### src/rtl/eq2_run_detect.sv
// Run-length detector: compares 2-bit operand pairs, counts consecutive
// matches, and locks once RUN_LEN of them arrive in a row.
module eq2_run_detect #(
  parameter int RUN_LEN = 4,
  parameter int CNT_W   = 8
) (
  input  logic             clk,
  input  logic             reset_n,
  input  logic             clr,
  input  logic             in_valid,
  output logic             in_ready,
  input  logic [1:0]       a,
  input  logic [1:0]       b,
  output logic             out_valid,
  input  logic             out_ready,
  output logic             out_eq,
  output logic [CNT_W-1:0] out_run,
  output logic             out_locked,
  output logic             out_hit,
  output logic             out_lost,
  output logic [CNT_W-1:0] match_total
);

  typedef enum logic [1:0] {
    HUNT  = 2'd0,
    TRACK = 2'd1,
    LOCK  = 2'd2
  } state_t;

  localparam logic [CNT_W-1:0] CNT_MAX   = '1;
  localparam logic [CNT_W-1:0] RUN_LEN_C = CNT_W'(RUN_LEN);

  state_t           state_q, state_d;
  logic [CNT_W-1:0] run_q, run_d, run_inc;
  logic [CNT_W-1:0] total_q, total_d;
  logic             valid_q, eq_q, hit_q, lost_q;
  logic             hit_d, lost_d;
  logic             eq, accept;

  assign eq       = (a[1] ~^ b[1]) & (a[0] ~^ b[0]);
  assign in_ready = reset_n && (!valid_q || out_ready);
  assign accept   = in_valid && in_ready;
  assign run_inc  = (run_q == CNT_MAX) ? run_q : run_q + CNT_W'(1);

  // State register: only accepted beats move the FSM.
  always_ff @(posedge clk) begin
    if (!reset_n || clr) begin
      state_q <= HUNT;
    end else if (accept) begin
      state_q <= state_d;
    end
  end

  always_comb begin
    state_d = state_q;
    case (state_q)
      HUNT:    state_d = eq ? ((RUN_LEN == 1) ? LOCK : TRACK) : HUNT;
      TRACK:   state_d = eq ? ((run_inc == RUN_LEN_C) ? LOCK : TRACK) : HUNT;
      LOCK:    state_d = eq ? LOCK : HUNT;
      default: state_d = HUNT;
    endcase
  end

  // run_q is always zero in HUNT, so the saturating increment covers every state.
  always_comb begin
    run_d   = eq ? run_inc : '0;
    hit_d   = (state_d == LOCK) && (state_q != LOCK);
    lost_d  = (state_q == LOCK) && !eq;
    total_d = (eq && (total_q != CNT_MAX)) ? total_q + CNT_W'(1) : total_q;
  end

  always_ff @(posedge clk) begin
    if (!reset_n || clr) begin
      valid_q <= 1'b0;
      eq_q    <= 1'b0;
      run_q   <= '0;
      total_q <= '0;
      hit_q   <= 1'b0;
      lost_q  <= 1'b0;
    end else if (accept) begin
      valid_q <= 1'b1;
      eq_q    <= eq;
      run_q   <= run_d;
      total_q <= total_d;
      hit_q   <= hit_d;
      lost_q  <= lost_d;
    end else if (out_ready) begin
      valid_q <= 1'b0;
    end
  end

  assign out_valid   = valid_q;
  assign out_eq      = eq_q;
  assign out_run     = run_q;
  assign out_locked  = (state_q == LOCK);
  assign out_hit     = hit_q;
  assign out_lost    = lost_q;
  assign match_total = total_q;

endmodule

### config.mk
export PLATFORM = sky130hd
export DESIGN_NAME = eq2_run_detect
export DESIGN_NICKNAME = d
export VERILOG_FILES = /design/src/rtl/eq2_run_detect.sv
export SDC_FILE = /design/constraint.sdc
export NUM_CORES = 1
export LEC_CHECK = 0
export BUFFER_PORTS_ARGS = -buffer_cell sky130_fd_sc_hd__buf_2
export CAP_MARGIN = 20
export CORE_MARGIN = 2
export CORE_UTILIZATION = 58
export CTS_BUF_LIST = sky130_fd_sc_hd__clkbuf_8
export DETAILED_ROUTE_END_ITERATION = 10
export PLACE_DENSITY = 0.86
export SLEW_MARGIN = 40
export SYNTH_ARGS = -nofsm -noshare
export SYNTH_HDL_FRONTEND = slang
export SYNTH_SLANG_ARGS = --single-unit
export TNS_END_PERCENT = 30
### constraint.sdc
create_clock -name clk -period 2.85 [get_ports clk]
set_input_delay 0.285 -clock clk [delete_from_list [all_inputs] [get_ports clk]]
set_output_delay 0.285 -clock clk [all_outputs]
set_load 0.005 [all_outputs]
==> results.toml, run 1 <==
[power]
p_total_uw = 648
p_leak_uw = 0.000527
peakVddDrop_uv = 319
powerDensity_nw_per_um2 = 454

[timing]
max_freq_mhz = 548
max-slew-margin-rel_pct = 49.6
min_period_over_period_pct = 64.0
setup_viol = 0
min_period_ns = 1.82
final.setup.tns_ns = 0
whs_ns = 0.258
drv_slew = 0
finalClockSkew_ns = 0.00343
report.final.hold_viol_count = 0
rsz0062_at_grt = "false"
worst_pin_slew_ns = 0.755

[min_path]
holdCritStartpoint = "in_valid"
hp-class = "input port to register"

[placement]
dp_cells = 195
portBuffers = 30
place.gp.congestion = 0.898
hpwl_um = 2000

[cts]
ctsHoldBuffers = 0
postCtsSetupBuffers = 0
cts_buffer_depth = 2
post_cts_resized = 0
numCtsBuffers = 3
cts_sinks = 22
cts_max_level = 1
cts_tree = "built"
clkTransAtPathRegs_ns = 0.08
insertion_delay_ns = 0.26
ctsRootBufferMaster = "clkbuf_8"

[critical_path]
slowest_stage = "or4_1"
cp-end-kind = "register"
critPathKind = "register to register"
critPathRequiredTime_ns = 3.04
regToRegStartpoint = "out_valid"
crit_start = "out_valid"
worstPathCellList = "nand2b_1 -> nand4_1 -> or4_1 -> a21oi_1"
path_max_fanout = 17
cp_slowest_stage_delay_ns = 0.67
start_kind = "register"
worstPathArrival_ns = 2.01

[floorplan]
die_h_um = 49.5
io_pins = 31
core_area_um2 = 1960
dieArea_um2 = 2450
fp-row-count = 16
die_w_um = 49.5
start_util_pct = 61.2

[global_route]
antenna_found_initial = 0
grt_overflow_total = 0
grt_max_degree = 21
grt_pass1_vias = 1086
grt_pass1_wl_um = 4890
grt_use_total_pct = 24.9

[synthesis]
synth_mux_area_share_pct = 0
syn-cell-area_um2 = 1200
synth_edf_count = 0
synth_adder_area_share_pct = 2.09
avgSynthCellArea_um2 = 8.28
synth.distinct_cells = 38
synthArstFlopShare_pct = 0
synth_top_area_cell = "dfxtp_1"
synth_top_family_by_area = "simple AND/OR/NAND/NOR gates"
ys_warn_count = 0
syn_nets = 156
synthXorXnorAreaFrac_pct = 3.65
ys_seq_elements = 22
synth_cells = 145
synth_compound_area_share_pct = 24.8
synth_ff_type = "dfxtp_1"
synth-seq-area-share_pct = 36.7
synth-simple-area-share_pct = 29.0
synth_area_leaders = "dfxtp_1 (37%), a21oi_1 (7.9%), nand3_1 (3.8%)"
yosys.area.top_type_share_pct = 36.7

[layout]
nets = 184
finalNonFillerCells = 199
areaGrowthSynthToFinish_pct = 18.9
finish.utilization_pct = 72.7
diodes = 0
drive_gt1_share_pct = 22.7

[routing]
routedWlPerCell_um = 14.3
drtPass1Iterations = 4
vias = 1254
drtIter0Drc = 41
drcViolationCount = 0
vias_per_cell = 6.30
ant_nets = 0
totalWireLength_um = 2850

[status]
status = "finished clean"

[run]
maxCapViolCount = 0
per-stage QoR:
step | area, µm² | setup slack (ns)
floorplan | 1200 | 1.20
global placement | 1350 | 0.889
detailed placement | 1350 | 0.799
CTS | 1420 | 1.01
global route | 1430 | 0.803
finish | 1430 | 1.03
report_power, final:
part | internal, µW | switching, µW | total, µW
registers | 309 | 1.46 | 310
logic | 16.0 | 30.4 | 46.4
clock network | 188 | 104 | 292
total | 512 | 136 | 648
flip-flops by register name, summed over array words and instances, names as in the netlist:
register and flops:
match_total 8, out_run 8, state_q 2, out_eq 1
out_hit 1, out_lost 1, out_valid 1
kinds of logic (layout without fill, tap and decap cells):
group                    count (synthesis)  in the layout
AND/OR/NAND/NOR                         59             59
AO/OA/AOI/OAI                           47             47
buffers and inverters                   10             37
XOR/XNOR                                 5              5
adder cells (fa/ha/maj)                  2              2
flip-flops                              22             22
worst paths after layout:
check        slack, ns             end  depth (start not counted)
min reg2reg       0.45        out_lost                          2
min               0.26       out_valid                          3
max               1.03  match_total[3]                          4
max reg2reg       1.03  match_total[3]                          4
final cells by class:
cell class / instances / area (µm²)
multi-input cells: 113 / 719
well taps: 27 / 33.8
fillers: 172 / 536
clock inverters: 1 / 30.0
repair buffers: 30 / 150
inverters: 3 / 11.3
flip-flops and latches: 22 / 440
clock buffers: 3 / 41.3
cells in the mapped netlist, types with 2 or more instances:
| cell type | n |
|---|---|
| o21ai_0 | 9 |
| ha_1 | 2 |
| xor2_1 | 2 |
| dfxtp_1 | 22 |
| nand2b_1 | 2 |
| nor3_1 | 9 |
| inv_1 | 3 |
| o211ai_1 | 4 |
| and4_1 | 2 |
| o311ai_0 | 2 |
| or3_1 | 3 |
| nand4_1 | 3 |
| or4_1 | 4 |
| nor2_1 | 2 |
| nand3_1 | 9 |
| or2_2 | 2 |
| xnor2_1 | 3 |
| a41oi_1 | 2 |
| clkbuf_1 | 5 |
| nor2b_1 | 2 |
| a21oi_1 | 19 |
| o41ai_1 | 4 |
| nand3b_1 | 2 |
| and2_1 | 4 |
| nand2_1 | 10 |
| o31ai_1 | 2 |
layout by cell type, fill, tap and decap left out, drive strengths merged, types with 2 or more instances in the layout:
cell type	n
or2	2
and4	2
inv	3
nor3	9
nand4	3
nand2	10
o21ai	9
dfxtp	22
o41ai	4
o211ai	4
nand2b	2
nor2	2
o31ai	2
nor2b	2
xor2	2
ha	2
a41oi	2
nand3	9
clkbuf	3
xnor2	3
o311ai	2
or3	3
buf	30
a21oi	19
nand3b	2
and2	4
nor4b	2
or4	4
critical path: cells and delay by family, from the launching register on:
family	cells	cell delay, ns
simple gates	3	1.30
flops	1	0.32
compound gates	1	0.14
routing by layer:
metal	part of all wire (%)	global-route usage [%]	vias to the layer above
met1	46	37.5	577
li1	-	-	613
met3	7.0	2.12	5
met5	0	0	-
met4	1.1	8.33	0
met2	46	37.4	59
Note: power is estimated with default switching activity, not from simulation.
==> run 2, diff against run 1 <==
ABC_AREA = 1   (was unset)
CORE_UTILIZATION = 55   (was 58)
PLACE_DENSITY = 0.82   (was 0.86)
clock period = 1.7 ns   (was 2.85 ns; I/O delays follow)
==> run 2 against run 1 <==
Compared with the run above:
- register-to-register slack worse by 0.94 ns
- clock power is 75% higher
- combinational power is 62% higher
- critical endpoint is now out_hit
- largest cell class unchanged
==> results.toml, run 2 <==
[synthesis]
avgSynthCellArea_um2 = 6.50
synth.distinct_cells = 24
synth-seq-area-share_pct = 34.5
yosysMostFrequentCell = "nand2_1"
synth_area_leaders = "dfxtp_1 (35%), nand2_1 (16%), inv_1 (7.7%)"
syn_nets = 207
yosys-top-cells-count = "nand2_1 (56), inv_1 (26), nor2_1 (23), dfxtp_1 (22), a21oi_1 (19)"
synth_cells = 196
ys_seq_elements = 22
synthArstFlopShare_pct = 0
syn-cell-area_um2 = 1270
synth_ff_type = "dfxtp_1"
synth_top_area_cell = "dfxtp_1"
yosys.area.top_type_share_pct = 34.5
synth_edf_count = 0
ys_warn_count = 0

[floorplan]
dieArea_um2 = 2720
fp-row-count = 17
die_w_um = 52.1
io_pins = 31
core_area_um2 = 2210
die_h_um = 52.1
start_util_pct = 57.6

[critical_path]
rrSetupSlack_ns = 0.08
path_max_fanout = 5
worstPathCellList = "ha_4 -> nand2_2 -> nor2_4 -> nand3b_1 -> nand2_1 -> nand3_1 -> nor2_1 -> nand4_1 -> a21oi_2"
timing.rr.end = "out_hit"
cp_top_family = "simple AND/OR/NAND/NOR gates"
worstPathArrival_ns = 1.82
critPathKind = "register to register"
worst-path-buf-inv = 0
start_kind = "register"
critPathRequiredTime_ns = 1.90
critPathCapture = "out_hit"
cp-end-kind = "register"
cp_slowest_stage_delay_ns = 0.39
crit_start = "out_run[1]"
cp.depth = 9
slowest_stage = "dfxtp_4"
regToRegStartpoint = "out_run[1]"
reg2reg_depth = 9

[status]
status = "finished clean"

[routing]
routedWlPerCell_um = 12.9
vias_per_cell = 5.47
vias = 1433
drcViolationCount = 0
drtPass1Iterations = 5
drtIter0Drc = 55
ant_nets = 0
totalWireLength_um = 3390

[min_path]
hold_depth = 3
hp-class = "input port to register"

[timing]
max_freq_mhz = 619
setup_viol = 0
report.final.hold_viol_count = 0
finalClockSkew_ns = 0.00141
max-slew-margin-rel_pct = 61.5
worst_pin_slew_ns = 0.576
min_period_over_period_pct = 95.1
min_period_ns = 1.62
whs_ns = 0.132
drv_slew = 0

[layout]
design_area_um2 = 1610
fill_cells = 188
areaGrowthSynthToFinish_pct = 26.6
final_common_cell = "nand2_1"
nets = 246
final_cell_mix = "nand2_1 (55), buf_2 (30), inv_1 (26)"
drive_gt1_share_pct = 26.5
diodes = 0

[cts]
cts_buffer_depth = 2
ctsHoldBuffers = 0
cts_max_level = 1
ctsRootBufferMaster = "clkbuf_8"
insertion_delay_ns = 0.27
cts_tree = "built"
numCtsBuffers = 3
clkTransAtPathRegs_ns = 0.09
cts_sinks = 22

[power]
p_leak_uw = 0.000719
p_total_uw = 1110
powerDensity_nw_per_um2 = 685
peakVddDrop_uv = 640

[placement]
place.gp.congestion = 0.903
portBuffers = 30
place_area_um2 = 1490
hpwl_um = 2370

[run]
maxCapViolCount = 0

[global_route]
grt_use_total_pct = 27.2
antenna_found_initial = 0
grt_max_degree = 17
grt_pass1_wl_um = 5570
grt_pass1_vias = 1351
grt_overflow_total = 0
[run 2: cell families after synthesis]
group | after synthesis | synth area share [%]
buffers and inverters | 29 | 8.63
AOI/OAI and AO/OA | 28 | 11.5
adders and majority gates | 2 | 1.96
and+or+nand+nor | 110 | 39.9
DFF | 22 | 34.5
xor gates and xnor gates | 5 | 3.44
[run 2: final cells by class]
cell class	count	area (µm²)	share of cell area, %
Clock buffer	3	41.3	2.56
Clock inverter	1	30.0	1.86
Inverter	27	101	6.28
Multi-Input combinational cell	145	762	47.2
Sequential cell	22	449	27.8
Tap cell	28	35.0	2.17
Timing Repair Buffer	36	195	12.1
[run 2: worst register-to-register path: stages (launching register included)]
cell	delay, ns
dfxtp_4	0.39
ha_4	0.16
nand2_2	0.08
nor2_4	0.20
nand3b_1	0.10
nand2_1	0.09
nand3_1	0.07
nor2_1	0.10
nand4_1	0.17
a21oi_2	0.20
[run 2: how the worst min path moves through the flow]
stage	endpoint	slack [ns]	from
floorplan	out_valid	0.29	in_valid
global placement	out_valid	0.40	in_valid
detailed placement	out_valid	0.42	in_valid
CTS	out_valid	0.14	in_valid
global route	out_valid	0.15	in_valid
finish	out_valid	0.13	in_valid
[run 2: report_power, final]
| part | total (µW) | leakage (µW) | switching [µW] | internal [µW] |
|---|---|---|---|---|
| logic | 75.3 | 0.000503 | 46.3 | 29.1 |
| registers | 520 | 0.000180 | 2.79 | 517 |
| clock network | 510 | 0.0000357 | 195 | 315 |
[run 2: through the flow]
step / std cells / worst slack [ns] / TNS, ns / util (%)
after CTS: 261 / 0.0456 / 0 / 70.7
after global placement: 257 / 0.115 / 0 / 67.3
final: 262 / 0.0833 / 0 / 73.0
after global routing: 262 / -0.0450 / -0.0633 / 73.0
after floorplan: 196 / 0.143 / 0 / -
after detailed placement: 257 / -0.0838 / -0.0838 / 67.3
[run 2: timing repair]
item,CTS,global route
pin swaps,0,3
endpoints found under the hold margin,0,0
resized for setup,2,14
buffers inserted,0,1
gates cloned,0,0
endpoints found under the setup margin,1,11
[run 2: layer usage]
metal | share of wire (%) | vias up | wire length [µm] | global-route usage [%]
met1 | 42 | 642 | 1410 | 33.2
li1 | - | 705 | - | -
met4 | 2.8 | 0 | 95 | 15.4
met3 | 8.7 | 13 | 293 | 4.60
met2 | 47 | 73 | 1590 | 45.1
met5 | 0 | - | 0 | 0
